$ cat config.mk
export PLATFORM = sky130hd
export DESIGN_NAME = mux_scanner
export DESIGN_NICKNAME = d
export VERILOG_FILES = /design/src/rtl/mux_pkg.sv /design/src/rtl/settle_timer.sv /design/src/rtl/mux_scanner.sv
export SDC_FILE = /design/constraint.sdc
export NUM_CORES = 1
export LEC_CHECK = 0
export BUFFER_PORTS_ARGS = -buffer_cell sky130_fd_sc_hd__buf_2
export CAP_MARGIN = 40
export CORE_MARGIN = 3
export CORE_UTILIZATION = 44
export CTS_CLUSTER_SIZE = 24
export DETAILED_ROUTE_END_ITERATION = 12
export GPL_ROUTABILITY_DRIVEN = 1
export GPL_TIMING_DRIVEN = 0
export PLACE_DENSITY = 0.69
export SLEW_MARGIN = 10
export SYNTH_ARGS = -nofsm -noshare
export SYNTH_HDL_FRONTEND = slang
export SYNTH_HIERARCHICAL = 1
export SYNTH_SLANG_ARGS = --single-unit
$ cat constraint.sdc
create_clock -name clk -period 1.3 [get_ports clk]
set_input_delay 0.26 -clock clk [delete_from_list [all_inputs] [get_ports clk]]
set_output_delay 0.26 -clock clk [all_outputs]
set_load 0.005 [all_outputs]
$ cat src/rtl/mux_pkg.sv
// Shared types and constants for the 4:1 mux scanner.
package mux_pkg;

  localparam int unsigned NUM_CH = 4;
  localparam int unsigned SEL_W  = 2;

  typedef enum logic [1:0] {
    ST_IDLE    = 2'd0,
    ST_SETTLE  = 2'd1,
    ST_CAPTURE = 2'd2,
    ST_DONE    = 2'd3
  } state_e;

  // Index of the last channel in a scan.
  localparam logic [SEL_W-1:0] LAST_SEL = SEL_W'(NUM_CH - 1);

  // Advance to the following mux channel.
  function automatic logic [SEL_W-1:0] next_sel(input logic [SEL_W-1:0] s);
    return s + SEL_W'(1);
  endfunction

endpackage

$ cat src/rtl/settle_timer.sv
// Counts the settle window after a select change; done_c marks its last cycle.
module settle_timer #(
  parameter int unsigned CYCLES = 2
) (
  input  logic clk,
  input  logic rst,
  input  logic clear_i,
  input  logic en_i,
  output logic done_c
);

  localparam int unsigned CNT_W = $clog2(CYCLES + 1);

  logic [CNT_W-1:0] cnt_q;

  assign done_c = en_i && (cnt_q == CNT_W'(CYCLES - 1));

  // Count up while enabled, wrap to zero on the final settle cycle.
  always_ff @(posedge clk or posedge rst) begin
    if (rst) begin
      cnt_q <= '0;
    end else if (clear_i) begin
      cnt_q <= '0;
    end else if (en_i) begin
      cnt_q <= done_c ? '0 : cnt_q + CNT_W'(1);
    end
  end

endmodule

$ cat src/rtl/mux_scanner.sv
// Sequences a 4:1 mux through all channels, captures each output bit after a
// settle window and hands the assembled word downstream over valid/ready.
module mux_scanner
  import mux_pkg::*;
#(
  parameter int unsigned SETTLE_CYCLES = 2,
  parameter bit          CONTINUOUS    = 1'b0
) (
  input  logic              clk,
  input  logic              rst,
  input  logic              start,
  input  logic              mux_out,
  input  logic              ready,
  output logic [SEL_W-1:0]  sel,
  output logic [NUM_CH-1:0] sample,
  output logic              valid,
  output logic              busy
);

  if (SETTLE_CYCLES < 1 || SETTLE_CYCLES > 255) begin : g_bad_settle
    $error("mux_scanner: SETTLE_CYCLES must be within 1..255");
  end

  state_e            state_q;
  logic [SEL_W-1:0]  sel_q;
  logic [NUM_CH-1:0] sample_q;
  logic              valid_q;
  logic              busy_q;
  logic              settle_done_c;

  // Timer only runs in SETTLE and sits at zero everywhere else.
  settle_timer #(
    .CYCLES (SETTLE_CYCLES)
  ) u_settle_timer (
    .clk     (clk),
    .rst     (rst),
    .clear_i (state_q != ST_SETTLE),
    .en_i    (state_q == ST_SETTLE),
    .done_c  (settle_done_c)
  );

  // Scan sequencer: select stepping, per-channel capture and output handshake.
  always_ff @(posedge clk or posedge rst) begin
    if (rst) begin
      state_q  <= ST_IDLE;
      sel_q    <= '0;
      sample_q <= '0;
      valid_q  <= 1'b0;
      busy_q   <= 1'b0;
    end else begin
      case (state_q)
        ST_IDLE: begin
          if (start) begin
            sel_q    <= '0;
            sample_q <= '0;
            busy_q   <= 1'b1;
            state_q  <= ST_SETTLE;
          end
        end
        ST_SETTLE: begin
          if (settle_done_c) begin
            state_q <= ST_CAPTURE;
          end
        end
        ST_CAPTURE: begin
          sample_q[sel_q] <= mux_out;
          if (sel_q == LAST_SEL) begin
            valid_q <= 1'b1;
            state_q <= ST_DONE;
          end else begin
            sel_q   <= next_sel(sel_q);
            state_q <= ST_SETTLE;
          end
        end
        ST_DONE: begin
          // start is deliberately ignored here; only the handshake counts.
          if (ready) begin
            valid_q <= 1'b0;
            sel_q   <= '0;
            if (CONTINUOUS) begin
              sample_q <= '0;
              state_q  <= ST_SETTLE;
            end else begin
              busy_q  <= 1'b0;
              state_q <= ST_IDLE;
            end
          end
        end
        default: begin
          state_q <= ST_IDLE;
          busy_q  <= 1'b0;
          valid_q <= 1'b0;
        end
      endcase
    end
  end

  assign sel    = sel_q;
  assign sample = sample_q;
  assign valid  = valid_q;
  assign busy   = busy_q;

endmodule

==> flow_metrics.env <==
export IMPL_power_uw=1650
export IMPL_async_flop_share_pct=100
export IMPL_routedWlPerCell_um=13.6
export IMPL_die_w_um=44.4
export IMPL_path_delay_family="flip-flops"
export IMPL_pre_cts_ws_ps=-71.2
export IMPL_grt_max_degree=11
export IMPL_ys_seq_area_share_pct=46.2
export IMPL_path_class="flop to flop"
export IMPL_cts_made_buffers=3
export IMPL_fin_skew_ps=4.29
export IMPL_ir_drop_mv=0.938
export IMPL_tritoncts="yes"
export IMPL_status="finished, final reports clean"
export IMPL_place_congestion=0.777
export IMPL_nets=95
export IMPL_drive_gt1_share_pct=41.7
export IMPL_critPathSlowestCell="dfrtp_2"
export IMPL_rows=13
export IMPL_cts_root_buffer_cell="clkbuf_4"
export IMPL_io_pins=13
export IMPL_critPathRequiredTime_ps=1470
export IMPL_yosys_area_top_type_share_pct=46.2
export IMPL_portBuffers=12
export IMPL_clk_latency_ps=270
export IMPL_syn_inst=65
export IMPL_grt_pass1_wl_um=2240
export IMPL_gr_total_overflow=0
export IMPL_gr_usage_all_layers_pct=16.4
export IMPL_syn_avg_cell_area_um2=9.99
export IMPL_worst_pin_slew_ps=406
export IMPL_core_area_mm2=0.00135
export IMPL_hold_viol=0
export IMPL_drt_iter0_drc=9
export IMPL_hp_class="primary input to flop"
export IMPL_cts_sinks=12
export IMPL_dieArea_mm2=0.00197
export IMPL_final_min_clock_period_ps=1280
export IMPL_synth_seq_cells=12
export IMPL_ys_types=23
export IMPL_synth_edf_count=0
export IMPL_firstDrtPassIters=4
export IMPL_area_delta_synth_final_pct=26.6
export IMPL_clockBufferDepth=2
export IMPL_ys_top_cells_by_area="dfrtp_1 46%, ha_1 7.7%, nand2_1 5.2%, mux2_2 5.2%, a22o_1 4.0%"
export IMPL_yosysWarnings=6
export IMPL_grt_pass1_vias=513
export IMPL_setup_violations_final=0
export IMPL_htree_levels=1
export IMPL_vias_per_cell=5.33
export IMPL_slew_headroom_pct=72.9
export IMPL_drcViolationCount=0
export IMPL_cap_violations=0
export IMPL_antenna_found_initial=0
export IMPL_slowest_delay_ps=450
export IMPL_crit_buf_inv=1
export IMPL_hpwl_um=924
export IMPL_wl_um=1340
export IMPL_antenna_cells=0
export IMPL_via_count=528
export IMPL_start_kind="flop"
export IMPL_syn_area_um2=649
export IMPL_drv_slew=0
export IMPL_start_util_pct=48.1
export IMPL_setup_ws_ps=15.5
export IMPL_fmax_mhz=779
export IMPL_die_h_um=44.4
export IMPL_p_per_area_mw_per_mm2=2010
export IMPL_p_leak_uw=0.000405
export IMPL_path_cells="inv_2 -> ha_2 -> mux2_4 -> a22o_1"
export IMPL_arrival_ps=1450
export IMPL_synthFlopType="dfrtp_1"
export IMPL_path_max_fanout=4
export IMPL_cts_clk_slew_worst_paths_ps=70
export IMPL_fin_crit_sh_pct=98.8
export IMPL_yosys_area_top_type="dfrtp_1"
export IMPL_ant_nets=0
export IMPL_setup_worst_path_end_class="flop"
export IMPL_syn_nets=74
==> worst min-delay path, delay by kind of cell <==
family	cells	cell delay (ps)
buffers and inverters	1	110
AOI/OAI and AO/OA	1	60
and+or+nand+nor	2	100
==> per-stage QoR <==
| stage | hold slack [ps] | cell area [um2] | util (%) | instances | setup TNS, ps |
|---|---|---|---|---|---|
| floorplan | 1.18 | 649 | - | 65 | 0 |
| global placement | 119 | 728 | 53.9 | 92 | -62.0 |
| detailed placement | 126 | 728 | 53.9 | 92 | -89.0 |
| CTS | 304 | 787 | 58.3 | 98 | -9.12 |
| global route | 341 | 822 | 60.9 | 99 | -13.6 |
| finish | 301 | 822 | 60.9 | 99 | 0 |
==> what timing repair did <==
action	4_1_cts	5_1_grt
setup buffers	2	2
hold buffers	1	0
setup endpoints to repair	4	4
gates resized for setup	3	9
hold endpoints to repair	12	0
==> cell type report <==
cell class                 instances  area, um2
fill                             126        528
timing repair buffer              17        100
buffer                             2       16.3
inverter                           6       22.5
clock buffer                       3       22.5
tap                               15       18.8
multi-input combinational         44        338
sequential                        12        304
==> power by group <==
group          internal [uW]  leakage, uW  switching [uW]
logic                    422     0.000245             382
clock network            107    0.0000138             120
registers                504     0.000147             118
total                   1030     0.000405             620
==> final timing paths <==
| kind | cells after the start | to | from | slack [ps] |
|---|---|---|---|---|
| hold reg to reg | 2 | valid$_DFFE_PP0P_ | valid$_DFFE_PP0P_ | 510 |
| setup reg to reg | 4 | sample[2]$_DFFE_PP0P_ | sel[0]$_DFFE_PP0P_ | 20 |
| max in group asynchronous | 3 | state_q[1]$_DFFE_PP0P_ | rst | 470 |
| min in group asynchronous | 3 | u_settle_timer/cnt_q[0]$_DFFE_PP0P_ | rst | 390 |
| hold / removal | 4 | valid$_DFFE_PP0P_ | ready | 300 |
| setup / recovery | 4 | sample[2]$_DFFE_PP0P_ | sel[0]$_DFFE_PP0P_ | 20 |
==> cell usage after synthesis (2+ instances only) <==
cell	number
o21ai_0	5
inv_1	6
nand3_1	2
a22o_1	3
nor2b_2	2
dfrtp_1	12
nor2_1	4
buf_2	2
xnor2_1	2
mux2_2	3
nand2_1	9
ha_1	4
==> registers in the layout, indices dropped and copies added, names as in the netlist <==
signal	flops
sample	4
sel	2
state_q	2
u_settle_timer/cnt_q	2
busy	1
valid	1
==> routing by layer <==
| metal | up-vias | share of wire, % | routed length, um | track usage [%] |
|---|---|---|---|---|
| met5 | - | 0 | 0 | 0 |
| met3 | 4 | 4.1 | 55 | 2.44 |
| li1 | 263 | - | - | - |
| met4 | 0 | 3.4 | 45 | 15.7 |
| met1 | 249 | 46 | 618 | 20.5 |
| met2 | 12 | 46 | 622 | 23.8 |
==> logic make-up (layout without fill, tap and decap cells) <==
kind of cell	after synthesis	count (layout)	share of synthesized area [%]
XOR/XNOR	2	2	2.70
AND/OR/NAND/NOR	21	21	16.6
flip-flops	12	12	46.2
adder cells (fa/ha/maj)	4	4	7.71
multiplexers	3	3	5.20
AO/OA/AOI/OAI	14	14	14.8
buffers and inverters	9	28	6.74
==> placed cells by master (no fill, tap or decap), drive strengths merged <==
| cell | synthesis | routed |
|---|---|---|
| a22o | 3 | 3 |
| clkbuf | 0 | 3 |
| nand4b | 1 | 1 |
| and3b | 1 | 1 |
| o22ai | 1 | 1 |
| xnor2 | 2 | 2 |
| dfrtp | 12 | 12 |
| nor2 | 4 | 4 |
| a21oi | 1 | 1 |
| a32o | 1 | 1 |
| nand2b | 1 | 1 |
| ha | 4 | 4 |
| dlygate4sd3 | 0 | 1 |
| o21ai | 5 | 5 |
| o311ai | 1 | 1 |
| nand3b | 1 | 1 |
| inv | 6 | 6 |
| nand3 | 2 | 2 |
| nor2b | 2 | 2 |
| buf | 3 | 18 |
| o211ai | 1 | 1 |
| mux2 | 3 | 3 |
| o21bai | 1 | 1 |
| nand2 | 9 | 9 |
No activity file was read; power rests on OpenSTA's default activity.
